### src/rtl/instr_issue_seq.sv
// Decode/issue sequencer for the 16-bit register file: takes one instruction at a time and
// steps the register-file controls, ALU start and data-memory request through their phases.
module instr_issue_seq #(
  parameter int unsigned EXEC_CYCLES = 1
) (
  input  logic        clk,
  input  logic        rst,
  input  logic [31:0] instr,
  input  logic        instr_valid,
  output logic        instr_ready,
  input  logic        mem_ack,
  output logic [1:0]  func,
  output logic        en_rg,
  output logic [23:0] addr,
  output logic [7:0]  imm_in,
  output logic [3:0]  alu_op,
  output logic        alu_go,
  output logic        mem_req,
  output logic        mem_we,
  output logic [15:0] mem_addr,
  output logic        retire,
  output logic        halted
);

  typedef enum logic [2:0] {
    S_IDLE, S_ISSUE, S_EXEC, S_WB, S_MEM, S_LWB, S_HALT
  } state_t;

  localparam logic [3:0] EXEC_LAST = 4'(EXEC_CYCLES - 1);

  state_t      state_q, state_d;
  logic [3:0]  cnt_q, cnt_d;
  logic [31:0] instr_q, instr_d;

  logic [1:0]  cls;
  logic [23:0] addr_fmt;
  logic [7:0]  imm_fmt;
  logic        instr_unused;

  assign cls          = instr_q[31:30];
  assign alu_op       = instr_q[29:26];
  assign instr_unused = instr_q[24];

  always_comb begin
    addr_fmt = {16'h0000, instr_q[7:0]};
    imm_fmt  = '0;
    if (cls == 2'b00) begin
      addr_fmt = instr_q[23:0];
    end else if (cls == 2'b01) begin
      addr_fmt = {8'h00, instr_q[15:0]};
      imm_fmt  = instr_q[23:16];
    end
  end

  always_ff @(posedge clk or posedge rst) begin
    if (rst) begin
      state_q <= S_IDLE;
      cnt_q   <= '0;
      instr_q <= '0;
    end else begin
      state_q <= state_d;
      cnt_q   <= cnt_d;
      instr_q <= instr_d;
    end
  end

  // Outputs are decoded from state so an async reset drives the idle encoding immediately.
  always_comb begin
    state_d     = state_q;
    cnt_d       = cnt_q;
    instr_d     = instr_q;
    instr_ready = 1'b0;
    func        = 2'b11;
    en_rg       = 1'b1;
    addr        = '0;
    imm_in      = '0;
    alu_go      = 1'b0;
    mem_req     = 1'b0;
    mem_we      = 1'b0;
    mem_addr    = '0;
    retire      = 1'b0;
    halted      = 1'b0;
    unique case (state_q)
      S_IDLE: begin
        instr_ready = 1'b1;
        if (instr_valid) begin
          instr_d = instr;
          unique case (instr[31:30])
            2'b11:   state_d = S_HALT;
            2'b10:   state_d = instr[25] ? S_ISSUE : S_MEM;
            default: state_d = S_ISSUE;
          endcase
        end
      end
      S_ISSUE: begin
        func    = cls;
        addr    = addr_fmt;
        imm_in  = imm_fmt;
        cnt_d   = '0;
        state_d = (cls == 2'b10) ? S_MEM : S_EXEC;
      end
      S_EXEC: begin
        addr   = addr_fmt;
        imm_in = imm_fmt;
        alu_go = (cnt_q == '0);
        if (cnt_q == EXEC_LAST) begin
          state_d = S_WB;
        end else begin
          cnt_d = cnt_q + 4'd1;
        end
      end
      S_WB: begin
        func    = cls;
        en_rg   = 1'b0;
        addr    = addr_fmt;
        imm_in  = imm_fmt;
        retire  = 1'b1;
        state_d = S_IDLE;
      end
      S_MEM: begin
        addr     = addr_fmt;
        mem_req  = 1'b1;
        mem_we   = instr_q[25];
        mem_addr = instr_q[23:8];
        if (mem_ack) begin
          if (instr_q[25]) begin
            retire  = 1'b1;
            state_d = S_IDLE;
          end else begin
            state_d = S_LWB;
          end
        end
      end
      S_LWB: begin
        func    = 2'b10;
        en_rg   = 1'b0;
        addr    = {16'h0000, instr_q[7:0]};
        retire  = 1'b1;
        state_d = S_IDLE;
      end
      S_HALT: begin
        halted = 1'b1;
      end
      default: state_d = S_IDLE;
    endcase
  end

endmodule

### config.mk
export PLATFORM = sky130hd
export DESIGN_NAME = instr_issue_seq
export DESIGN_NICKNAME = d
export VERILOG_FILES = /design/src/rtl/instr_issue_seq.sv
export SDC_FILE = /design/constraint.sdc
export NUM_CORES = 1
export LEC_CHECK = 0
export CORE_MARGIN = 4
export CORE_UTILIZATION = 45
export CTS_CLUSTER_DIAMETER = 60
export DETAILED_ROUTE_END_ITERATION = 7
export PLACE_DENSITY = 0.85
export RECOVER_POWER = 100
export SETUP_SLACK_MARGIN = 0.3
export SLEW_MARGIN = 20
export SYNTH_ARGS = -nofsm -noshare
export SYNTH_HDL_FRONTEND = slang
export SYNTH_SLANG_ARGS = --single-unit
### constraint.sdc
create_clock -name clk -period 3.15 [get_ports clk]
set_input_delay 0.945 -clock clk [delete_from_list [all_inputs] [get_ports clk]]
set_output_delay 0.945 -clock clk [all_outputs]
set_load 0.02 [all_outputs]
==> results.toml, run 1 <==
[global_route]
grt_max_degree = 39
antenna_found_initial = 0
grt.total_usage = 0.1916
gr-total-overflow = 0
grt_first_pass_wirelength_um = 9197
grt_pass1_vias = 1936

[critical_path]
crit_end = "retire"
cp-start-kind = "input pin"
crit_arrival_ps = 1930
startpoint = "mem_ack"
crit-reg2reg-launch = "state_q[1]"
required_ps = 2200
worstPathMaxFanout = 2
r2r_end = "instr_q[3]"
rr_worst_depth = 6
rrSetupSlack_ps = 910
cp-end-kind = "primary output"
path_class = "input pin to primary output"

[detailed_routing]
vias_per_cell = 4.907
wl_per_cell_um = 14.84
wl_um = 5402
route.vias.total = 1786
first_pass_iters = 4
ant_nets = 0
drc = 0
drt_iter0_drc = 125

[synth]
syn_area_per_cell_um2 = 11.23
ys.flop_type = "dfrtp_1"
async_flop_share = 1.000
synth.distinct_cells = 38
ys_top_cells_by_count = "and2_1 (42), dfrtp_1 (38), mux2_4 (30)"
ys_ff_latch = 38
synth_fp_nets = 234
synth.area.top_cells = "dfrtp_1 (43%), mux2_4 (20%), and2_1 (12%)"
syn-cell-area_um2 = 2201
netlist.area_leader.share = 0.4321
yosys_warnings = 0
synth_cells = 196
yosysTopAreaCell = "dfrtp_1"
synth_edf_count = 0
seq_area_frac_synth = 0.4321
synth.most_common_cell = "and2_1"

[timing]
finalSetupTns_ps = 0
whs_ps = 487.2
finalSetupViolCount = 0
rsz0062_at_grt = "false"
hold_violations = 0
slew_violations = 0
max_slew_margin = 0.3398
min_period_ps = 2875
period_share = 0.9126
skew_ps = 8.122
timing.fmax_mhz = 347.9
worstMarginPinSlew_ps = 990.3

[clock_tree]
cts-root-buf = "clkbuf_8"
clockBufferDepth = 2
clkTransAtPathRegs_ps = 80
cts_buffers = 5
tritoncts = "built"
clock-sinks = 38
htreeDepth = 2
post_cts_buffers = 0
clk_latency_ps = 290

[placement]
port-buffer-count = 95
placedCellCount = 356
dp_hpwl_um = 4107
gp_congestion = 0.7811
place_area_um2 = 3228

[pwr]
combPwrFrac = 0.528
power_frac_seq = 0.302
powerDensity_nw_per_um2 = 917.0
p_clk_frac = 0.170
switching_share = 0.4090
intPower_mw = 1.710
leakage_nw = 1.498
p_switching_mw = 1.183
ir_worst_vdd_v = 0.0004903

[final_layout]
finalInstanceArea_um2 = 3156
syn2layout_area_growth_pct = 43.38
nets = 334
diodes = 0
final_layout_size_suffix_gt1_frac = 0.09428
fill_cells = 426
stdcell_count = 364
utilization = 0.6681

[hold_path]
hold_path_depth = 1
hp-class = "register to register"

[outcome]
status = "finished clean"

[die]
num_rows = 25
ioPinCount = 97
core-area_um2 = 4723
initial_core_util = 0.4660
die_area_um2 = 6074
die_h_um = 77.94
die_w_um = 77.94

[flow_run]
cap_violations = 0
## layout make-up
type,instances,area (um^2),share of cell area
Multi-Input combinational cell,138,1040,0.3295
Clock inverter,3,68.82,0.02181
Sequential cell,38,950.9,0.3013
Clock buffer,5,68.82,0.02181
Inverter,8,30.03,0.009516
Timing Repair Buffer,105,913.4,0.2895
Tap cell,67,83.83,0.02657
## per-stage QoR
step	power [mW]	setup slack (ps)
6_report	2.894	275.2
4_1_cts	3.199	303.4
3_5_place_dp	2.827	79.43
3_3_place_gp	2.775	82.87
5_1_grt	3.101	151.9
2_1_floorplan	2.069	787.2
## logic make-up after synthesis
family | synth area share
AOI/OAI and AO/OA | 0.04776
muxes | 0.2189
and+or+nand+nor | 0.2342
adders and majority gates | 0.01137
buffers and inverters | 0.05173
DFF | 0.4321
xor gates and xnor gates | 0.003980
## critical path, stage by stage
cell and delay [ps]:
dlygate4sd3_1 560, nand2_1 50, nand2_1 50, dlygate4sd2_1 320
## flip-flops by register name, summed over array words and instances, names as in the netlist
signal and cells:
state_q 3, cnt_q 4, instr_q 31
## placed cells by master (no fill, tap or decap), types with 6 or more instances in the layout
| cell | synthesis | final |
|---|---|---|
| dfrtp_1 | 38 | 38 |
| dlygate4sd2_1 | 0 | 32 |
| clkdlybuf4s50_1 | 0 | 31 |
| and2_1 | 42 | 30 |
| mux2_1 | 0 | 28 |
| dlygate4sd3_1 | 0 | 12 |
| clkbuf_1 | 4 | 12 |
| and2_0 | 0 | 11 |
| and3_1 | 8 | 8 |
| o21ai_0 | 7 | 8 |
| inv_1 | 6 | 6 |
| nand2_1 | 7 | 6 |
| buf_4 | 4 | 6 |
## power by group through the flow
stage | clock network [mW] | logic [mW] | registers [mW]
after floorplan | 0 | 1.24 | 0.831
after global placement | 0 | 1.90 | 0.876
after detailed placement | 0 | 1.93 | 0.897
after CTS | 0.502 | 1.80 | 0.893
after global routing | 0.520 | 1.66 | 0.922
final | 0.491 | 1.53 | 0.874
## per-layer routing
layer	vias up	wire [um]	track usage
li1	862	-	-
met1	855	2237	0.2281
met2	63	2739	0.3322
met3	6	344	0.05336
met4	0	80	0.06294
met5	-	0	0
## how the worst min path moves through the flow
stage / from / endpoint / slack [ps]
after detailed placement: instr_q[2] / instr_q[2] / 500
final: instr_q[26] / instr_q[26] / 490
after global routing: instr_q[2] / instr_q[2] / 500
after CTS: cnt_q[2] / cnt_q[2] / 510
after floorplan: cnt_q[2] / cnt_q[2] / 460
after global placement: cnt_q[2] / cnt_q[2] / 480
## timing repair
item                                    in CTS  in global routing
endpoints found under the hold margin        0                  0
endpoints found under the setup margin      50                 23
hold buffers                                 0                  0
gates resized for setup                     50                 30
Power figures use the tool's default switching activity.
==> run 2: changes to the inputs <==
--- a/config.mk
+++ b/config.mk
@@ -5,6 +5,7 @@
 export SDC_FILE = /design/constraint.sdc
 export NUM_CORES = 1
 export LEC_CHECK = 0
+export CORE_ASPECT_RATIO = 0.5
 export CORE_MARGIN = 4
 export CORE_UTILIZATION = 45
 export CTS_CLUSTER_DIAMETER = 60
==> run 2 against run 1 <==
  * Worst setup slack worse by 50 ps
  * Sequential power is 0.5% lower
  * Clock skew is 0.72 ps higher
  * Core utilization is 2.4 points higher
  * Fmax is 1.7% lower
  * Register-to-register slack worse by 90 ps
  * Combinational power is 5% higher
  * Cell area is 0.24% lower
  * Non-clock buffer count is 4 higher
  * Clock power is 34% lower
  * Critical endpoint is now mem_addr[5]
==> results.toml, run 2 (synthesis results as in run 1) <==
[detailed_routing]
drt_iter0_drc = 49
ant_nets = 0
first_pass_iters = 4
route.vias.total = 1820
vias_per_cell = 4.973
wl_per_cell_um = 15.95
wl_um = 5838
drc = 0

[global_route]
grt_pass1_vias = 1967
grt_max_degree = 31
gr-total-overflow = 0
antenna_found_initial = 0
grt_first_pass_wirelength_um = 9639
grt.total_usage = 0.1994

[critical_path]
crit_arrival_ps = 1980
cp-end-kind = "primary output"
path_class = "register to primary output"
cp-start-kind = "register"
required_ps = 2200
cp_num_buf_inv = 3
cp_top_family = "buffers and inverters"
path_cells = "buf_4 > nor3b_4 > clkbuf_2 > and2_1 > dlygate4sd2_1"
cpPeakStageDelay_ps = 410
worstPathMaxFanout = 17
slowest_stage = "dfrtp_1"

[timing]
timing.fmax_mhz = 341.9
rsz0062_at_grt = "true"
slew_violations = 0
max_slew_margin = 0.2898
finalSetupTns_ps = 0
period_share = 0.9285
worstMarginPinSlew_ps = 1065
finalSetupViolCount = 0
hold_violations = 0
min_period_ps = 2925
whs_ps = 481.7
skew_ps = 8.838
setup_slack_ps = 225.1

[clock_tree]
clkTransAtPathRegs_ps = 70
cts_buffers = 5
cts_hold_buffers = 0
cts-root-buf = "clkbuf_8"
htreeDepth = 2
clock-sinks = 38
clockBufferDepth = 2
tritoncts = "built"
clk_latency_ps = 300

[hold_path]
hp-class = "register to register"

[final_layout]
final_layout_size_suffix_gt1_frac = 0.1000
finalInstanceArea_um2 = 3148
nets = 338
stdcell_count = 366
reg.largest.list = "instr_q: 31 flops, cnt_q: 4 flops, state_q: 3 flops"
largest_register_ffs = 31
syn2layout_area_growth_pct = 43.04
top_register = "instr_q"
layout_common_cells = "dfrtp_1 (37), and2_1 (36), clkdlybuf4s50_1 (35), mux2_1 (27), dlygate4sd2_1 (21)"
layout_commonest_cell = "dfrtp_1"
diodes = 0

[pwr]
ir_worst_vdd_v = 0.0003692
powerDensity_nw_per_um2 = 889.6
leakage_nw = 1.431

[outcome]
status = "finished clean"

[placement]
pre_cts_ws_ps = 79.13
gp_congestion = 0.8675
port-buffer-count = 95
dp_hpwl_um = 4434
place_area_um2 = 3227
placedCellCount = 355

[die]
die_area_um2 = 6141
initial_core_util = 0.4835
core-area_um2 = 4552
die_h_um = 57.45
num_rows = 17
die_w_um = 106.9
ioPinCount = 97

[flow_run]
cap_violations = 0
==> run 2: changes by cell type in the layout (fill, tap and decap cells not counted), sizes merged, moves of 2 or more <==
cell	change
clkdlybuf4s25	+6
dlygate4sd3	-3
buf	+2
bufinv	-2
dlygate4sd2	-11
clkdlybuf4s15	+6
clkdlybuf4s50	+4
clkbuf	+3
==> run 2: stage by stage <==
step           power, mW    util
2_1_floorplan      2.069       -
3_3_place_gp       2.773  0.7089
3_5_place_dp       2.827  0.7089
4_1_cts            3.094  0.7259
5_1_grt            2.971  0.6916
6_report           2.800  0.6916
==> run 2: repair_timing <==
action                     4_1_cts  5_1_grt
gates resized for setup         55       33
setup endpoints to repair       52       30
pin swaps                        0        0
buffers inserted                 4        0
==> run 2: path summary, 6_finish.rpt <==
| check | from | endpoint | slack (ps) | cells after the start |
|---|---|---|---|---|
| min in group asynchronous | rst | instr_q[31] | 1030 | 2 |
| max in group asynchronous | rst | state_q[2] | 1070 | 3 |
| hold reg to reg | instr_q[29] | instr_q[29] | 480 | 1 |
| setup / recovery | state_q[1] | mem_addr[5] | 230 | 5 |
| hold / removal | instr_q[29] | instr_q[29] | 480 | 1 |
| setup reg to reg | state_q[0] | instr_q[7] | 820 | 6 |
==> run 2: per-layer routing <==
metal | vias up | routed length, um | global-route usage
li1 | 866 | - | -
met1 | 892 | 2404 | 0.2347
met2 | 53 | 3100 | 0.3623
met3 | 9 | 265 | 0.04972
met4 | 0 | 68 | 0.06375
met5 | - | 0 | 0
==> run 2: layout make-up <==
cell class              count  area (um^2)
repair buffers            109        954.7
flip-flops and latches     38        952.2
clock buffers               7        76.32
well taps                  66        82.58
inverters                   8        30.03
fillers                   387         1404
multi-input cells         138         1052
==> run 2: power breakdown <==
part | total, mW | switching [mW] | internal (mW)
Combinational | 1.61 | 0.881 | 0.726
Sequential | 0.870 | 0.161 | 0.709
Clock | 0.323 | 0.170 | 0.153
==> run 3: changes to the inputs <==
--- a/config.mk
+++ b/config.mk
@@ -5,6 +5,7 @@
 export SDC_FILE = /design/constraint.sdc
 export NUM_CORES = 1
 export LEC_CHECK = 0
+export ABC_CLOCK_PERIOD_IN_PS = 3150
 export CORE_ASPECT_RATIO = 0.5
 export CORE_MARGIN = 4
 export CORE_UTILIZATION = 45
==> results of run 3 <==
Same layout as run 2: the final DEF is identical, and so are final timing and power.
